<file path="src/rtl/core_mgmt_initiator_pkg.sv">
// Core-management types shared by the initiator and the core-management slave:
// core count, register address, command codes, status word layout and initiator states.
package core_manage_types;

  localparam int NUM_CPUS = 3;
  localparam int CORE_W   = $clog2(NUM_CPUS);

  localparam logic [31:0] WADDR_MAN = 32'h0000_0040;

  localparam logic [31:0] HALTC0  = 32'h0000_0A00;
  localparam logic [31:0] HALTC1  = 32'h0000_0A01;
  localparam logic [31:0] HALTC2  = 32'h0000_0A02;
  localparam logic [31:0] NHALTC0 = 32'h0000_0B00;
  localparam logic [31:0] NHALTC1 = 32'h0000_0B01;
  localparam logic [31:0] NHALTC2 = 32'h0000_0B02;

  typedef struct packed {
    logic [29:0] rsvd;
    logic        running;
    logic        halt;
  } IO_manage_t;

  typedef enum logic [2:0] {
    ST_IDLE,
    ST_WRITE,
    ST_WAIT_ACK,
    ST_READ,
    ST_CHECK,
    ST_RESP
  } mgmt_init_state_t;

  function automatic logic [31:0] cmd_word(input logic [CORE_W-1:0] core, input logic halt);
    logic [31:0] w;
    w = '0;
    case (core)
      CORE_W'(0): w = halt ? HALTC0 : NHALTC0;
      CORE_W'(1): w = halt ? HALTC1 : NHALTC1;
      CORE_W'(2): w = halt ? HALTC2 : NHALTC2;
      default:    w = '0;
    endcase
    return w;
  endfunction

endpackage

</file>
<file path="src/rtl/core_mgmt_initiator_if.sv">
// Write/read channels between the core-management initiator and the core-management slave.
interface core_mgmt_initiator_if;
  logic        pwr;
  logic        w_valid;
  logic        awvalid;
  logic [31:0] waddr;
  logic [31:0] wdata;
  logic        w_done;
  logic        arvalid;
  logic [31:0] raddr;
  logic        rvalid;
  logic [31:0] rdata;

  modport master (
    output pwr, w_valid, awvalid, waddr, wdata, arvalid, raddr,
    input  w_done, rvalid, rdata
  );

  modport slave (
    input  pwr, w_valid, awvalid, waddr, wdata, arvalid, raddr,
    output w_done, rvalid, rdata
  );
endinterface

</file>
<file path="src/rtl/core_mgmt_initiator.sv">
// Turns halt/release requests from the boot core into core-management command writes.
// Define READBACK_EN to add status readback with bounded retries.
module core_mgmt_initiator
  import core_manage_types::*;
#(
  parameter int TIMEOUT_CYC = 16,
  parameter int MAX_RETRY   = 2
) (
  input  logic                  clk,
  input  logic                  rst,
  input  logic                  req_valid,
  output logic                  req_ready,
  input  logic [CORE_W-1:0]     req_core,
  input  logic                  req_halt,
  output logic                  rsp_valid,
  output logic                  rsp_err,
  core_mgmt_initiator_if.master bus
);

  localparam int TO_W = $clog2(TIMEOUT_CYC + 1);

  mgmt_init_state_t  state, state_nxt;
  logic [TO_W-1:0]   tmo_cnt, tmo_nxt, tmo_step;
  logic              err_q, err_nxt;
  logic              pwr_q;
  logic              latch;
  logic              w_fire;
  logic [CORE_W-1:0] core_q;
  logic              halt_q;

  function automatic logic [TO_W-1:0] tmo_inc(input logic [TO_W-1:0] c);
    return (c == TO_W'(TIMEOUT_CYC)) ? c : c + 1'b1;
  endfunction

  assign tmo_step = tmo_inc(tmo_cnt);

`ifdef READBACK_EN
  localparam int RT_W = $clog2(MAX_RETRY + 2);

  logic [RT_W-1:0] rty_cnt, rty_nxt;
  logic            ar_fire;
  logic            rd_ok;
  IO_manage_t      io_st;
  logic            unused_st;

  function automatic logic [RT_W-1:0] rty_inc(input logic [RT_W-1:0] c);
    return (c == {RT_W{1'b1}}) ? c : c + 1'b1;
  endfunction

  assign io_st     = IO_manage_t'(bus.rdata);
  assign unused_st = ^{io_st.rsvd, io_st.running};
`else
  logic unused_rd;
  assign unused_rd = ^{bus.rvalid, bus.rdata, 32'(MAX_RETRY)};
`endif

  always_ff @(posedge clk) begin
    if (rst) begin
      state   <= ST_IDLE;
      tmo_cnt <= '0;
      err_q   <= 1'b0;
      pwr_q   <= 1'b0;
`ifdef READBACK_EN
      rty_cnt <= '0;
`endif
    end else begin
      state   <= state_nxt;
      tmo_cnt <= tmo_nxt;
      err_q   <= err_nxt;
      pwr_q   <= 1'b1;
`ifdef READBACK_EN
      rty_cnt <= rty_nxt;
`endif
    end
  end

  // Request fields are pure data: captured on accept, never reset.
  always_ff @(posedge clk) begin
    if (latch) begin
      core_q <= req_core;
      halt_q <= req_halt;
    end
  end

`ifdef READBACK_EN
  // A missing rvalid in the READ slot is folded into a mismatch.
  always_ff @(posedge clk) begin
    if (ar_fire) begin
      rd_ok <= bus.rvalid && (io_st.halt == halt_q);
    end
  end
`endif

  always_comb begin
    state_nxt = state;
    tmo_nxt   = tmo_cnt;
    err_nxt   = err_q;
    req_ready = 1'b0;
    rsp_valid = 1'b0;
    latch     = 1'b0;
    w_fire    = 1'b0;
`ifdef READBACK_EN
    rty_nxt   = rty_cnt;
    ar_fire   = 1'b0;
`endif
    case (state)
      ST_IDLE: begin
        req_ready = 1'b1;
        if (req_valid) begin
          latch     = 1'b1;
          tmo_nxt   = '0;
          err_nxt   = (int'(req_core) >= NUM_CPUS);
`ifdef READBACK_EN
          rty_nxt   = '0;
`endif
          state_nxt = ST_WRITE;
        end
      end
      // An illegal core passes through this slot with the bus gated off,
      // giving a fixed two-cycle error response.
      ST_WRITE: begin
        tmo_nxt = '0;
        if (err_q) begin
          state_nxt = ST_RESP;
        end else begin
          w_fire    = 1'b1;
          state_nxt = ST_WAIT_ACK;
        end
      end
      ST_WAIT_ACK: begin
        if (!bus.w_done) begin
`ifdef READBACK_EN
          state_nxt = ST_READ;
`else
          state_nxt = ST_RESP;
`endif
        end else if (tmo_step == TO_W'(TIMEOUT_CYC)) begin
          err_nxt   = 1'b1;
          state_nxt = ST_RESP;
        end else begin
          tmo_nxt = tmo_step;
        end
      end
`ifdef READBACK_EN
      ST_READ: begin
        ar_fire   = 1'b1;
        state_nxt = ST_CHECK;
      end
      ST_CHECK: begin
        if (rd_ok) begin
          state_nxt = ST_RESP;
        end else begin
          rty_nxt = rty_inc(rty_cnt);
          if (int'(rty_nxt) <= MAX_RETRY) begin
            state_nxt = ST_WRITE;
          end else begin
            err_nxt   = 1'b1;
            state_nxt = ST_RESP;
          end
        end
      end
`endif
      ST_RESP: begin
        rsp_valid = 1'b1;
        state_nxt = ST_IDLE;
      end
      default: state_nxt = ST_IDLE;
    endcase
  end

  assign rsp_err     = rsp_valid & err_q;
  assign bus.pwr     = pwr_q;
  assign bus.w_valid = w_fire;
  assign bus.awvalid = w_fire;
  assign bus.waddr   = w_fire ? WADDR_MAN : '0;
  assign bus.wdata   = w_fire ? cmd_word(core_q, halt_q) : '0;

`ifdef READBACK_EN
  assign bus.arvalid = ar_fire;
  assign bus.raddr   = ar_fire ? 32'(core_q) : '0;
`else
  assign bus.arvalid = 1'b0;
  assign bus.raddr   = '0;
`endif

endmodule

</file>
<file path="src/flat_wrapper.sv">
// flat-port wrapper written by rule: the top's interface ports become plain ports
module core_mgmt_initiator_flat import core_manage_types::*;
#(
  parameter int TIMEOUT_CYC = 16,
  parameter int MAX_RETRY   = 2
)
  (clk, rst, req_valid, req_ready, req_core, req_halt, rsp_valid, rsp_err, bus_pwr, bus_w_valid, bus_awvalid, bus_waddr, bus_wdata, bus_arvalid, bus_raddr, bus_w_done, bus_rvalid, bus_rdata);
  core_mgmt_initiator_if bus_i ();
  input  logic clk;
  input  logic rst;
  input  logic req_valid;
  output logic req_ready;
  input  logic [CORE_W-1:0] req_core;
  input  logic req_halt;
  output logic rsp_valid;
  output logic rsp_err;
  output wire logic [$bits(bus_i.pwr)-1:0] bus_pwr;
  output wire logic [$bits(bus_i.w_valid)-1:0] bus_w_valid;
  output wire logic [$bits(bus_i.awvalid)-1:0] bus_awvalid;
  output wire logic [$bits(bus_i.waddr)-1:0] bus_waddr;
  output wire logic [$bits(bus_i.wdata)-1:0] bus_wdata;
  output wire logic [$bits(bus_i.arvalid)-1:0] bus_arvalid;
  output wire logic [$bits(bus_i.raddr)-1:0] bus_raddr;
  input wire logic [$bits(bus_i.w_done)-1:0] bus_w_done;
  input wire logic [$bits(bus_i.rvalid)-1:0] bus_rvalid;
  input wire logic [$bits(bus_i.rdata)-1:0] bus_rdata;
  assign bus_pwr = bus_i.pwr;
  assign bus_w_valid = bus_i.w_valid;
  assign bus_awvalid = bus_i.awvalid;
  assign bus_waddr = bus_i.waddr;
  assign bus_wdata = bus_i.wdata;
  assign bus_arvalid = bus_i.arvalid;
  assign bus_raddr = bus_i.raddr;
  assign bus_i.w_done = bus_w_done;
  assign bus_i.rvalid = bus_rvalid;
  assign bus_i.rdata = bus_rdata;
  core_mgmt_initiator #(.TIMEOUT_CYC(TIMEOUT_CYC), .MAX_RETRY(MAX_RETRY)) u_core (.clk(clk), .rst(rst), .req_valid(req_valid), .req_ready(req_ready), .req_core(req_core), .req_halt(req_halt), .rsp_valid(rsp_valid), .rsp_err(rsp_err), .bus(bus_i));
endmodule
</file>
<file path="config.mk">
export PLATFORM = sky130hd
export DESIGN_NAME = core_mgmt_initiator_flat
export DESIGN_NICKNAME = d
export VERILOG_FILES = /design/src/rtl/core_mgmt_initiator_pkg.sv /design/src/rtl/core_mgmt_initiator_if.sv /design/src/rtl/core_mgmt_initiator.sv /design/src/flat_wrapper.sv
export SDC_FILE = /design/constraint.sdc
export NUM_CORES = 1
export LEC_CHECK = 0
export CAP_MARGIN = 20
export CORE_MARGIN = 1
export CORE_UTILIZATION = 34
export CTS_CLUSTER_DIAMETER = 80
export DETAILED_ROUTE_END_ITERATION = 6
export GPL_ROUTABILITY_DRIVEN = 0
export PLACE_DENSITY_LB_ADDON = 0.2
export RECOVER_POWER = 25
export SYNTH_ARGS = -nofsm -noshare
export SYNTH_HDL_FRONTEND = slang
export SYNTH_SLANG_ARGS = --single-unit
</file>
<file path="constraint.sdc">
create_clock -name clk -period 3.3 [get_ports clk]
set_clock_uncertainty 0.2 [all_clocks]
set_input_delay 0.33 -clock clk [delete_from_list [all_inputs] [get_ports clk]]
set_output_delay 0.33 -clock clk [all_outputs]
set_load 0.05 [all_outputs]
</file>
# Word-level counts from Yosys, hierarchy flattened
# Cells that the tools add are included.
# classes
addsub	1
n_mul	0
div	0
order_cmp	1
eq_ne	12
n_shift	0
n_mux	27
n_bitwise	1
reduce_logical	7
# op_table
operator	count
32-bit case mux with 3 select lines	1
32-bit 2-to-1 mux	1
9-bit 2-to-1 mux	3
5-bit 2-to-1 mux	4
5-bit case mux with 3 select lines	1
3-bit 2-to-1 mux	4
5-bit equality test, second input constant	2
1-bit 2-to-1 mux	10
3-bit case mux with 3 select lines	1
4-bit AND reduction	2
7-bit 2-to-1 mux	1
2-bit != test, second input constant	3
5-bit by 1-bit adder with 5-bit output, second input constant	1
3-bit by 1-bit equality test with 1-bit output, second input constant	1
3-bit by 2-bit equality test with 1-bit output, second input constant	1
3-bit equality test, second input constant	1
3-bit logical NOT	1
3-bit by 2-bit != test with 1-bit output, second input constant	1
3-bit nonzero test	1
2-bit by 1-bit equality test with 1-bit output, second input constant	1
2-bit equality test, second input constant	1
2-bit >= comparator, second input constant	1
2-bit logical NOT	1
2-bit by 1-bit != test with 1-bit output, second input constant	1
4 further kinds	4
# totals
reg_bits	13
latch_bits	0
ram_bits	0
romBits	0
inputBits	40
mem_count	0

# Depth between registers and ports, before layout
# Gate-level depths: netlist of run 1.
# logic_depth
depth_word	6
ltp_mapped	6
depth_no_buf	6

# Least setup slack after synthesis of run 1
# No wires, ideal clock.
# synth_path
kind	register -> output
startpoint	register u_core.state[0]
endpoint	output port bus_wdata[8]
arrival_time_ps	2465
required_ps	2770
path_slack_ps	305
path_stages_with_launch	6
path_buffers	1
cell_sequence	dfxtp_1 > buf_6 > nor2b_1 > nand2_1 > a21oi_1 > nor2b_1
# synth_between
elab_chain_cells	3
# synth_rtl
element	line_no	source
from (decl)	core_mgmt_initiator.sv:22	mgmt_init_state_t state, state_nxt;
from (signal assigned)	core_mgmt_initiator.sv:67	state <= state_nxt;
3-bit by 1-bit equality test with 1-bit output	core_mgmt_initiator.sv:106	case (state)
1-bit 2-to-1 mux	core_mgmt_initiator.sv:106	
32-bit 2-to-1 mux	core_mgmt_initiator.sv:176	assign bus.wdata = w_fire ? cmd_word(core_q, halt_q) : '0;
to (decl)	flat_wrapper.sv:21	output wire logic [$bits(bus_i.wdata)-1:0] bus_wdata;
# Every way passes these cells.

# Final worst setup path of run 1
# Ends and elaborated chain as after synthesis.

==> out/qor.yml, run 1 <==
min_period_ps: 3000
h-tree-depth: 1
syn_inst: 187
grt_use_total_pct: 8.39
routedWlPerCell_um: 8.82
period_share_pct: 90.8
hold_viol: 0
cap_violations: 0
grt_pass1_wl_um: 3320
dieArea_um2: 4890
p_per_area_nw_per_um2: 495
yosys_warnings: 0
grt_max_degree: 12
slew_headroom_pct: 66.6
initial_core_util_pct: 35.8
area_delta_synth_final_pct: -7.26
setup_viol: 0
layout_common_cells: "91 x conb_1, 14 x clkdlybuf4s50_1, 10 x dfxtp_1, 9 x nor2_1, 8 x a21oi_1"
nets: 243
ys_ff_latch: 13
drtIter0Drc: 20
timing.critical_path.slowest_stage_cell: "clkdlybuf4s50_1"
leakage_nw: 0.648
fillers: 491
place.port_buffers: 18
r2r_cells: 6
p_int_w: 0.000319
n_antenna_cell: 0
p_sw_share_pct: 55.7
drt-total-wl_um: 2220
drc_errors: 0
cp_max_fo: 10
grt_pass1_vias: 681
post_cts_buffers: 0
slowest_delay_ps: 800
total_power_w: 0.000719
clockBufferDepth: 2
drtPass1Iterations: 4
syn_area_per_cell_um2: 8.38
irDropWorstVdd_uv: 230
core_um2: 4380
yosysUniqueCellTypes: 40
p_sw_w: 0.000400
synthFlopType: "dfxtp_1"
ys_seq_area_share_pct: 18.5
hpwl_um: 1770
fin_tns_setup_ps: 0
die_h_um: 69.9
dp_cells: 248
worst_slew_pin_slew_ps: 500
numCtsBuffers: 3
vias: 951
clk_pin_slew_ps: 50
clock_latency_ps: 250
fin_cells: 252
combPwrFrac_pct: 53.0
overflow: 0
ctsResizeCount: 0
syn_area_um2: 1570
drv_slew: 0
drive_above_1_share_pct: 6.50
cts_tree: "built"
pwr-share-clk_pct: 20.0
hold_buffers: 0
power_frac_seq_pct: 26.9
worstHoldPathType: "reg2reg"
ant_nets: 0
synth_edf_count: 3
clockRootBuffer: "clkbuf_8"
async_reset_ff_share_pct: 0
path_common_cell: "nor2b_1"
critPathCaptureType: "output port"
worstPathRequired_ps: 2770
cts_sinks: 13
fmax_mhz: 334
rsz0062_at_grt: "false"
rows: 24
critPathKind: "reg2out"
io_pins: 143
mostFrequentLayoutCell: "conb_1"
startpoint_type: "flop"
hold_depth: 2
vias_per_cell: 3.77
antenna_found_initial: 0
die_w_um: 69.9
crit_path_cell_trace: "nor2b_1 > nand2_1 > a21oi_1 > nor2b_1 > clkdlybuf4s50_1"
arrival_ps: 2470
status: "finished clean"
==> layout make-up <==
type / instances / area (µm²) / area share (%)
Tap cell: 52 / 65.1 / 4.48
Inverter: 6 / 22.5 / 1.55
Timing Repair Buffer: 18 / 180 / 12.4
Clock buffer: 4 / 45.0 / 3.10
Sequential cell: 13 / 290 / 20.0
Multi-Input combinational cell: 159 / 851 / 58.5
==> registers in the layout (all words and copies together) (netlist names) <==
register and count:
u_core.bus.pwr 1, u_core.core_q 2, u_core.err_q 1, u_core.halt_q 1, u_core.state 3, u_core.tmo_cnt 5
==> layer usage <==
metal | vias to the layer above | share of wire, % | global-route usage [%]
li1 | 466 | - | -
met1 | 424 | 47 | 11.6
met2 | 61 | 44 | 12.5
met3 | 0 | 9.2 | 3.32
met4 | 0 | 0 | 1.33
met5 | - | 0 | 0
==> power groups by stage <==
stage | Combinational (W) | Sequential, W | Clock (W)
global route | 0.000398 | 0.000196 | 0.000159
global placement | 0.000382 | 0.000197 | 0
finish | 0.000382 | 0.000194 | 0.000144
detailed placement | 0.000382 | 0.000197 | 0
CTS | 0.000382 | 0.000193 | 0.000151
floorplan | 0.000438 | 0.000187 | 0
==> worst max-delay path: cells and delay by family (launching register included) <==
kind | cells | cell delay, ps
flip-flops | 1 | 520
AND/OR/NAND/NOR | 3 | 650
AO/OA/AOI/OAI | 1 | 230
buffers and inverters | 1 | 800
==> cell usage after synthesis (2+ instances only) <==
cell type,n,area [µm²]
buf_4,96,721
dfxtp_1,10,200
nor2_1,9,33.8
a21oi_1,8,40.0
inv_1,6,22.5
nand2_1,5,18.8
nor2b_1,4,25.0
a211oi_1,3,22.5
and2_1,3,18.8
edfxtp_1,3,90.1
nor3b_1,3,22.5
o21ai_0,3,15.0
a2111oi_2,2,30.0
buf_2,2,10.0
ha_1,2,25.0
nand3_1,2,10.0
nand3b_1,2,15.0
nor3_1,2,10.0
==> through the flow <==
| stage | util, % | hold slack, ps | area [µm²] | setup slack (ps) |
|---|---|---|---|---|
| final | 33.2 | 347 | 1450 | 304 |
| after global routing | 33.2 | 384 | 1450 | 18.5 |
| after CTS | 33.2 | 352 | 1450 | 268 |
| after detailed placement | 32.1 | 344 | 1410 | 537 |
| after global placement | 32.1 | 340 | 1410 | 564 |
| after floorplan | - | 195 | 1910 | 305 |
==> cells by family (layout without fill, tap and decap cells) <==
group	count (synthesis)	count (layout)	share of synthesized area, %
AOI/OAI and AO/OA	27	27	15.1
xor gates and xnor gates	1	1	0.559
DFF	13	13	18.5
adders and majority gates	2	2	1.60
and+or+nand+nor	36	36	13.6
muxes	2	2	1.68
other	1	91	0.239
buffers and inverters	105	28	48.8
==> path summary, 6_finish.rpt <==
check,slack (ps),to,startpoint
worst max-delay path,300,bus_wdata[8],u_core.state[0]$_SDFFE_PP0P_
worst min-delay path,350,u_core.tmo_cnt[4]$_SDFFE_PP0P_,u_core.tmo_cnt[4]$_SDFFE_PP0P_
worst max register to register,1280,u_core.tmo_cnt[1]$_SDFFE_PP0P_,u_core.tmo_cnt[0]$_SDFFE_PP0P_
worst min register to register,350,u_core.tmo_cnt[4]$_SDFFE_PP0P_,u_core.tmo_cnt[4]$_SDFFE_PP0P_
Power figures use the tool's default switching activity.
==> run 2: changes to the inputs <==
--- a/config.mk
+++ b/config.mk
@@ -11,6 +11,7 @@
 export CTS_CLUSTER_DIAMETER = 80
 export DETAILED_ROUTE_END_ITERATION = 6
 export GPL_ROUTABILITY_DRIVEN = 0
+export HOLD_SLACK_MARGIN = 0.06
 export PLACE_DENSITY_LB_ADDON = 0.2
 export RECOVER_POWER = 25
 export SYNTH_ARGS = -nofsm -noshare
==> results of run 2 <==
Final layout, timing and power as in run 1 (identical DEF).
